**config.mk**
```make
export PLATFORM = sky130hd
export DESIGN_NAME = load_store_unit
export DESIGN_NICKNAME = d
export VERILOG_FILES = /design/src/rtl/load_store_unit_pkg.sv /design/src/rtl/lsu_load_align.sv /design/src/rtl/load_store_unit.sv
export SDC_FILE = /design/constraint.sdc
export NUM_CORES = 1
export LEC_CHECK = 0
export CORE_MARGIN = 3
export CORE_UTILIZATION = 48
export DETAILED_ROUTE_END_ITERATION = 6
export GPL_TIMING_DRIVEN = 0
export PLACE_DENSITY = 0.86
export SLEW_MARGIN = 5
export SYNTH_ARGS = -nofsm -noshare
export SYNTH_HDL_FRONTEND = slang
export SYNTH_HIERARCHICAL = 1
export SYNTH_SLANG_ARGS = --single-unit
```
**constraint.sdc**
```tcl
create_clock -name clk -period 3.6 [get_ports clk]
set_input_delay 0.54 -clock clk [delete_from_list [all_inputs] [get_ports clk]]
set_output_delay 0.54 -clock clk [all_outputs]
set_load 0.005 [all_outputs]
```
**src/rtl/load_store_unit_pkg.sv**
```systemverilog
// ---------------------------------------------------------------------------
// load_store_unit_pkg
// Shared RISC-V definitions for the load/store path: funct3 access codes,
// byte-enable width, the LSU state enum and a funct3 legality helper.
// Configuration macro used by the LSU: LSU_MISALIGN_TRAP_EN.
// ---------------------------------------------------------------------------
package load_store_unit_pkg;

  localparam int BE_W = 4;

  // Load funct3 codes
  localparam logic [2:0] FUNCT3_B  = 3'b000;
  localparam logic [2:0] FUNCT3_H  = 3'b001;
  localparam logic [2:0] FUNCT3_W  = 3'b010;
  localparam logic [2:0] FUNCT3_BU = 3'b100;
  localparam logic [2:0] FUNCT3_HU = 3'b101;
  // Store funct3 codes
  localparam logic [2:0] FUNCT3_SB = 3'b000;
  localparam logic [2:0] FUNCT3_SH = 3'b001;
  localparam logic [2:0] FUNCT3_SW = 3'b010;

  typedef enum logic [1:0] {
    IDLE = 2'd0,
    BUSY = 2'd1,
    RESP = 2'd2
  } lsu_state_t;

  // True when funct3 names a real access for the given direction.
  function automatic logic funct3_legal(input logic is_store, input logic [2:0] funct3);
    logic ok;
    ok = 1'b0;
    if (is_store) begin
      ok = (funct3 == FUNCT3_SB) || (funct3 == FUNCT3_SH) || (funct3 == FUNCT3_SW);
    end else begin
      ok = (funct3 == FUNCT3_B)  || (funct3 == FUNCT3_H)  || (funct3 == FUNCT3_W) ||
           (funct3 == FUNCT3_BU) || (funct3 == FUNCT3_HU);
    end
    return ok;
  endfunction

endpackage

```
**src/rtl/lsu_load_align.sv**
```systemverilog
// ---------------------------------------------------------------------------
// lsu_load_align
// Combinational load formatter: picks the byte/halfword lane addressed by
// addr_lo out of the 32-bit memory word, then sign- or zero-extends it.
// Ports:
//   funct3   in  [2:0]  load size/sign code
//   addr_lo  in  [1:0]  low byte-address bits of the access
//   word     in  [31:0] raw memory read data
//   data     out [31:0] extended load result
// ---------------------------------------------------------------------------
module lsu_load_align
  import load_store_unit_pkg::*;
(
  input  logic [2:0]  funct3,
  input  logic [1:0]  addr_lo,
  input  logic [31:0] word,
  output logic [31:0] data
);

  logic [7:0]  byte_sel;
  logic [15:0] half_sel;

  always_comb begin
    byte_sel = word[7:0];
    case (addr_lo)
      2'd0:    byte_sel = word[7:0];
      2'd1:    byte_sel = word[15:8];
      2'd2:    byte_sel = word[23:16];
      default: byte_sel = word[31:24];
    endcase
    // Halfword lane follows addr[1] only, matching the halfword byte enables.
    half_sel = addr_lo[1] ? word[31:16] : word[15:0];
  end

  always_comb begin
    data = word;
    case (funct3)
      FUNCT3_B:  data = {{24{byte_sel[7]}}, byte_sel};
      FUNCT3_H:  data = {{16{half_sel[15]}}, half_sel};
      FUNCT3_BU: data = {24'd0, byte_sel};
      FUNCT3_HU: data = {16'd0, half_sel};
      default:   data = word;
    endcase
  end

endmodule

```
**src/rtl/load_store_unit.sv**
```systemverilog
// ---------------------------------------------------------------------------
// load_store_unit
// Single-outstanding load/store unit. Accepts one request in IDLE, issues a
// single memory access in BUSY, and pulses rsp_valid for one cycle in RESP.
// Illegal funct3 (and, with LSU_MISALIGN_TRAP_EN defined, misaligned
// halfword/word accesses) skip memory and respond with rsp_err=1.
// Without LSU_MISALIGN_TRAP_EN, misaligned accesses are forced to the
// naturally aligned lane and complete normally.
// Ports:
//   clk, rst                        clock, synchronous active-high reset
//   req_valid/req_ready             request handshake
//   req_store, req_funct3           operation and access size/sign
//   req_addr, req_wdata             byte address, right-aligned store data
//   rsp_valid, rsp_rdata, rsp_err   completion pulse, load data, fault flag
//   mem_req/we/be/addr/wdata        memory request (held while BUSY)
//   mem_ack, mem_rdata              memory completion and read data
// ---------------------------------------------------------------------------
module load_store_unit
  import load_store_unit_pkg::*;
#(
  parameter int ADDR_W = 32
) (
  input  logic              clk,
  input  logic              rst,
  input  logic              req_valid,
  output logic              req_ready,
  input  logic              req_store,
  input  logic [2:0]        req_funct3,
  input  logic [ADDR_W-1:0] req_addr,
  input  logic [31:0]       req_wdata,
  output logic              rsp_valid,
  output logic [31:0]       rsp_rdata,
  output logic              rsp_err,
  output logic              mem_req,
  output logic              mem_we,
  output logic [BE_W-1:0]   mem_be,
  output logic [ADDR_W-1:0] mem_addr,
  output logic [31:0]       mem_wdata,
  input  logic              mem_ack,
  input  logic [31:0]       mem_rdata
);

  lsu_state_t        state_q, state_d;
  logic              store_q, store_d;
  logic [2:0]        funct3_q, funct3_d;
  logic [ADDR_W-1:0] addr_q, addr_d;
  logic [31:0]       wdata_q, wdata_d;
  logic [BE_W-1:0]   be_q, be_d;
  logic [31:0]       rdata_q, rdata_d;
  logic              err_q, err_d;

  logic [31:0]       load_data;
  logic              misalign;
  logic              fault;
  logic [BE_W-1:0]   req_be;
  logic [31:0]       req_wdata_fmt;

  lsu_load_align u_load_align (
    .funct3  (funct3_q),
    .addr_lo (addr_q[1:0]),
    .word    (mem_rdata),
    .data    (load_data)
  );

  // Request-side decode: byte enables, store lane replication, fault check.
  always_comb begin
    case (req_funct3[1:0])
      2'b00:   req_be = 4'b0001 << req_addr[1:0];
      2'b01:   req_be = 4'b0011 << {req_addr[1], 1'b0};
      default: req_be = 4'b1111;
    endcase

    case (req_funct3[1:0])
      2'b00:   req_wdata_fmt = {4{req_wdata[7:0]}};
      2'b01:   req_wdata_fmt = {2{req_wdata[15:0]}};
      default: req_wdata_fmt = req_wdata;
    endcase

`ifdef LSU_MISALIGN_TRAP_EN
    misalign = ((req_funct3[1:0] == 2'b01) && req_addr[0]) ||
               ((req_funct3[1:0] == 2'b10) && (req_addr[1:0] != 2'b00));
`else
    misalign = 1'b0;
`endif

    fault = !funct3_legal(req_store, req_funct3) || misalign;
  end

  always_comb begin
    state_d  = state_q;
    store_d  = store_q;
    funct3_d = funct3_q;
    addr_d   = addr_q;
    wdata_d  = wdata_q;
    be_d     = be_q;
    rdata_d  = rdata_q;
    err_d    = err_q;

    case (state_q)
      IDLE: begin
        if (req_valid) begin
          store_d  = req_store;
          funct3_d = req_funct3;
          addr_d   = req_addr;
          wdata_d  = req_wdata_fmt;
          be_d     = req_be;
          err_d    = fault;
          if (fault) begin
            rdata_d = 32'd0;
            state_d = RESP;
          end else begin
            state_d = BUSY;
          end
        end
      end
      BUSY: begin
        if (mem_ack) begin
          rdata_d = store_q ? 32'd0 : load_data;
          state_d = RESP;
        end
      end
      RESP:    state_d = IDLE;
      default: state_d = IDLE;
    endcase
  end

  always_ff @(posedge clk) begin
    if (rst) begin
      state_q  <= IDLE;
      store_q  <= 1'b0;
      funct3_q <= 3'd0;
      addr_q   <= '0;
      wdata_q  <= 32'd0;
      be_q     <= '0;
      rdata_q  <= 32'd0;
      err_q    <= 1'b0;
    end else begin
      state_q  <= state_d;
      store_q  <= store_d;
      funct3_q <= funct3_d;
      addr_q   <= addr_d;
      wdata_q  <= wdata_d;
      be_q     <= be_d;
      rdata_q  <= rdata_d;
      err_q    <= err_d;
    end
  end

  // Memory-side outputs are driven only while the access is outstanding,
  // so they read as zero in IDLE/RESP and after reset.
  always_comb begin
    req_ready = (state_q == IDLE);
    rsp_valid = (state_q == RESP);
    rsp_err   = (state_q == RESP) && err_q;
    rsp_rdata = rdata_q;
    mem_req   = (state_q == BUSY);
    mem_we    = mem_req && store_q;
    mem_be    = mem_req ? be_q : '0;
    mem_addr  = mem_req ? {addr_q[ADDR_W-1:2], 2'b00} : '0;
    mem_wdata = (mem_req && store_q) ? wdata_q : 32'd0;
  end

endmodule
```
==> impl_metrics.tcl <==
set metrics [dict create \
    skew_ps 8.04 \
    crit_family "buffers and inverters" \
    dp_cells 1062 \
    peakVddDrop_uv 316 \
    clk_latency_ps 340 \
    clkSinkCount 107 \
    setup_viol 0 \
    synth_cells 716 \
    via_per_inst 5.32 \
    critical_path.most_common_cell "clkbuf_1" \
    tns_ps 0 \
    drc 0 \
    slew_violations 0 \
    ant_nets 0 \
    cts_buffer_depth 2 \
    cp_max_fo 10 \
    syn_avg_cell_area_sq_um 7.67 \
    antenna_found_initial 1 \
    numCtsBuffers 9 \
    rsz0062_at_grt "no" \
    place_congestion 0.961 \
    cap_violations 0 \
    yosysSeqAreaShare 0.390 \
    crit_path_cell_trace "buf_4 > nor2b_2 > clkbuf_1 > clkbuf_1 > and2_1 > clkdlybuf4s50_1" \
    cts_tree "built" \
    die_h_microns 113 \
    grt_pass1_wl_microns 27800 \
    syn_area_sq_um 5500 \
    drt-initial-drc-count 392 \
    instances_no_fill 1079 \
    grtUsageTotal 0.272 \
    crit_path_start_kind "flip-flop" \
    die_area_sq_um 12800 \
    tightestPinTransition_ps 858 \
    routed_wl_microns 18000 \
    grt_start_max_net_pins 18 \
    fin_util 0.725 \
    yosysMostFrequentCell "nand2_1" \
    finalCritPeriodShare 0.829 \
    grt-ovfl-total 0 \
    num_rows 38 \
    cp_data_required_time_ps 3060 \
    cts_resized 0 \
    die_w_microns 113 \
    met1Wirelength_microns 7480 \
    hold_path.class "reg -> reg" \
    cts_setup_buffers 0 \
    grt_pass1_vias 5337 \
    design.portCount 209 \
    routedWlPerCell_microns 16.7 \
    critPathKind "reg -> out" \
    cts_root_buffer "clkbuf_16" \
    ys.warnings.count 6 \
    cpPeakStageDelay_ps 530 \
    synthArstFlopShare 0 \
    syn_to_final_growth_pct 45.6 \
    nets 1037 \
    dr_total_vias 5738 \
    leakagePower_uw 0.00310 \
    place_ws_ps 946 \
    top_layer_used "met4" \
    p_per_area_nw_per_um2 361 \
    h-tree-depth 3 \
    yosysTopAreaCellShare 0.390 \
    endpoint_kind "output port" \
    met2_length_microns 8290 \
    status "finished, final reports clean" \
    setup_slack_ps 614 \
    cp_slowest_cell "clkdlybuf4s50_1" \
    ys_types 39 \
    port_buffers 205 \
    period_needed_ps 2990 \
    cp_data_arrival_time_ps 2450 \
    start_util 0.498 \
    synthTopCellsByCount "202 x nand2_1, 107 x dfxtp_1, 57 x a21oi_1" \
    synth_top_area_cell "dfxtp_1" \
    drive_gt1_frac 0.0618 \
    hpwl_microns 13900 \
    relSlewSlack 0.424 \
    synth_enable_flop_cells 0 \
    synth_area_leaders "dfxtp_1 39%, nand2_1 14%, mux2i_1 7.7%" \
    cts.clk_slew.worst_paths_ps 70 \
    dr.pass1.iters 6 \
    fmax_mhz 335 \
    n_fill_cell 892 \
    finalHoldViolCount 0 \
    path_buf_inv 4 \
    core-area_sq_um 11000 \
    ctsHoldBuffers 0 \
    wl_met3_microns 1540 \
    synth-main-ff-cell "dfxtp_1" \
    ys_ff_latch 107 \
]
-- cell usage in the layout, fill, tap and decap left out, types with 2 or more instances in the layout --
cell type / synthesis / layout
or3_1: 2 / 2
and3_1: 32 / 32
o21ai_0: 37 / 37
clkdlybuf4s50_1: 0 / 205
nand2b_1: 16 / 16
a31oi_1: 3 / 3
clkbuf_1: 36 / 37
and2_1: 37 / 37
mux2i_1: 42 / 42
conb_1: 1 / 2
inv_1: 6 / 6
nand3_1: 2 / 2
nor3_1: 2 / 2
buf_2: 21 / 21
a221o_1: 8 / 8
clkinv_2: 0 / 2
nor2_1: 19 / 19
nand2_1: 202 / 202
nor2b_1: 21 / 21
a21oi_1: 57 / 57
o21ai_1: 4 / 4
a211oi_1: 9 / 9
buf_4: 3 / 3
o211ai_1: 8 / 8
buf_6: 5 / 5
a22oi_1: 7 / 7
mux2_2: 9 / 9
clkinvlp_4: 0 / 3
clkbuf_16: 0 / 9
a311oi_1: 8 / 8
dfxtp_1: 107 / 107
-- final timing paths --
| path | startpoint | to | slack (ps) | cells past startpoint |
|---|---|---|---|---|
| setup / recovery | state_q[0]$_SDFFE_PP0P_ | mem_addr[21] | 610 | 6 |
| hold / removal | addr_q[31]$_SDFFE_PP0P_ | addr_q[31]$_SDFFE_PP0P_ | 450 | 2 |
| setup reg to reg | funct3_q[1]$_SDFFE_PP0P_ | rsp_rdata[15]$_SDFFE_PP0P_ | 1570 | 6 |
| hold reg to reg | addr_q[31]$_SDFFE_PP0P_ | addr_q[31]$_SDFFE_PP0P_ | 450 | 2 |
-- registers in the layout (all words and copies together), names as in the netlist --
register / flops
err_q: 1
state_q: 2
addr_q: 32
be_q: 4
rsp_rdata: 32
store_q: 1
funct3_q: 3
wdata_q: 32
-- tightest hold or removal path, stage by stage, from the launching register on --
cell	delay, ps
dfxtp_1	300
nand2_1	50
a21oi_1	50
-- metrics by stage --
step / hold WS (ps) / cell area, sq um / total power (uW)
2_1_floorplan: 432 / 5500 / 1700
3_3_place_gp: 437 / 7730 / 1970
3_5_place_dp: 442 / 7730 / 1980
4_1_cts: 451 / 8000 / 2890
5_1_grt: 465 / 8000 / 3010
6_report: 450 / 8000 / 2890
-- power breakdown --
group | leakage [uW] | internal [uW] | switching, uW
combinational | 0.00210 | 315 | 346
clock | 0.000125 | 470 | 451
sequential | 0.000876 | 1260 | 42.4
-- kinds of logic (layout without fill, tap and decap cells) --
group	count (synthesis)	in the layout	synth area share
other cells	1	3	0.000682
mux	51	51	0.0949
buf+inv	72	293	0.0628
simple gates	339	339	0.291
flops	107	107	0.390
compound gates	146	146	0.161
-- metal layers --
layer	up-vias	track usage
li1	2837	-
met1	2620	0.346
met2	233	0.431
met3	48	0.0807
met4	0	0.117
met5	-	0
-- area by class of cell --
class / instances / area (sq um) / share of cell area
Antenna cell: 1 / 2.50 / 0.000313
Buffer: 66 / 323 / 0.0404
Clock buffer: 10 / 229 / 0.0286
Clock inverter: 6 / 41.3 / 0.00516
Inverter: 6 / 22.5 / 0.00282
Multi-Input combinational cell: 538 / 3010 / 0.377
Sequential cell: 107 / 2140 / 0.268
Tap cell: 140 / 175 / 0.0219
Timing Repair Buffer: 205 / 2050 / 0.257
(Power assumes the default switching activity.)
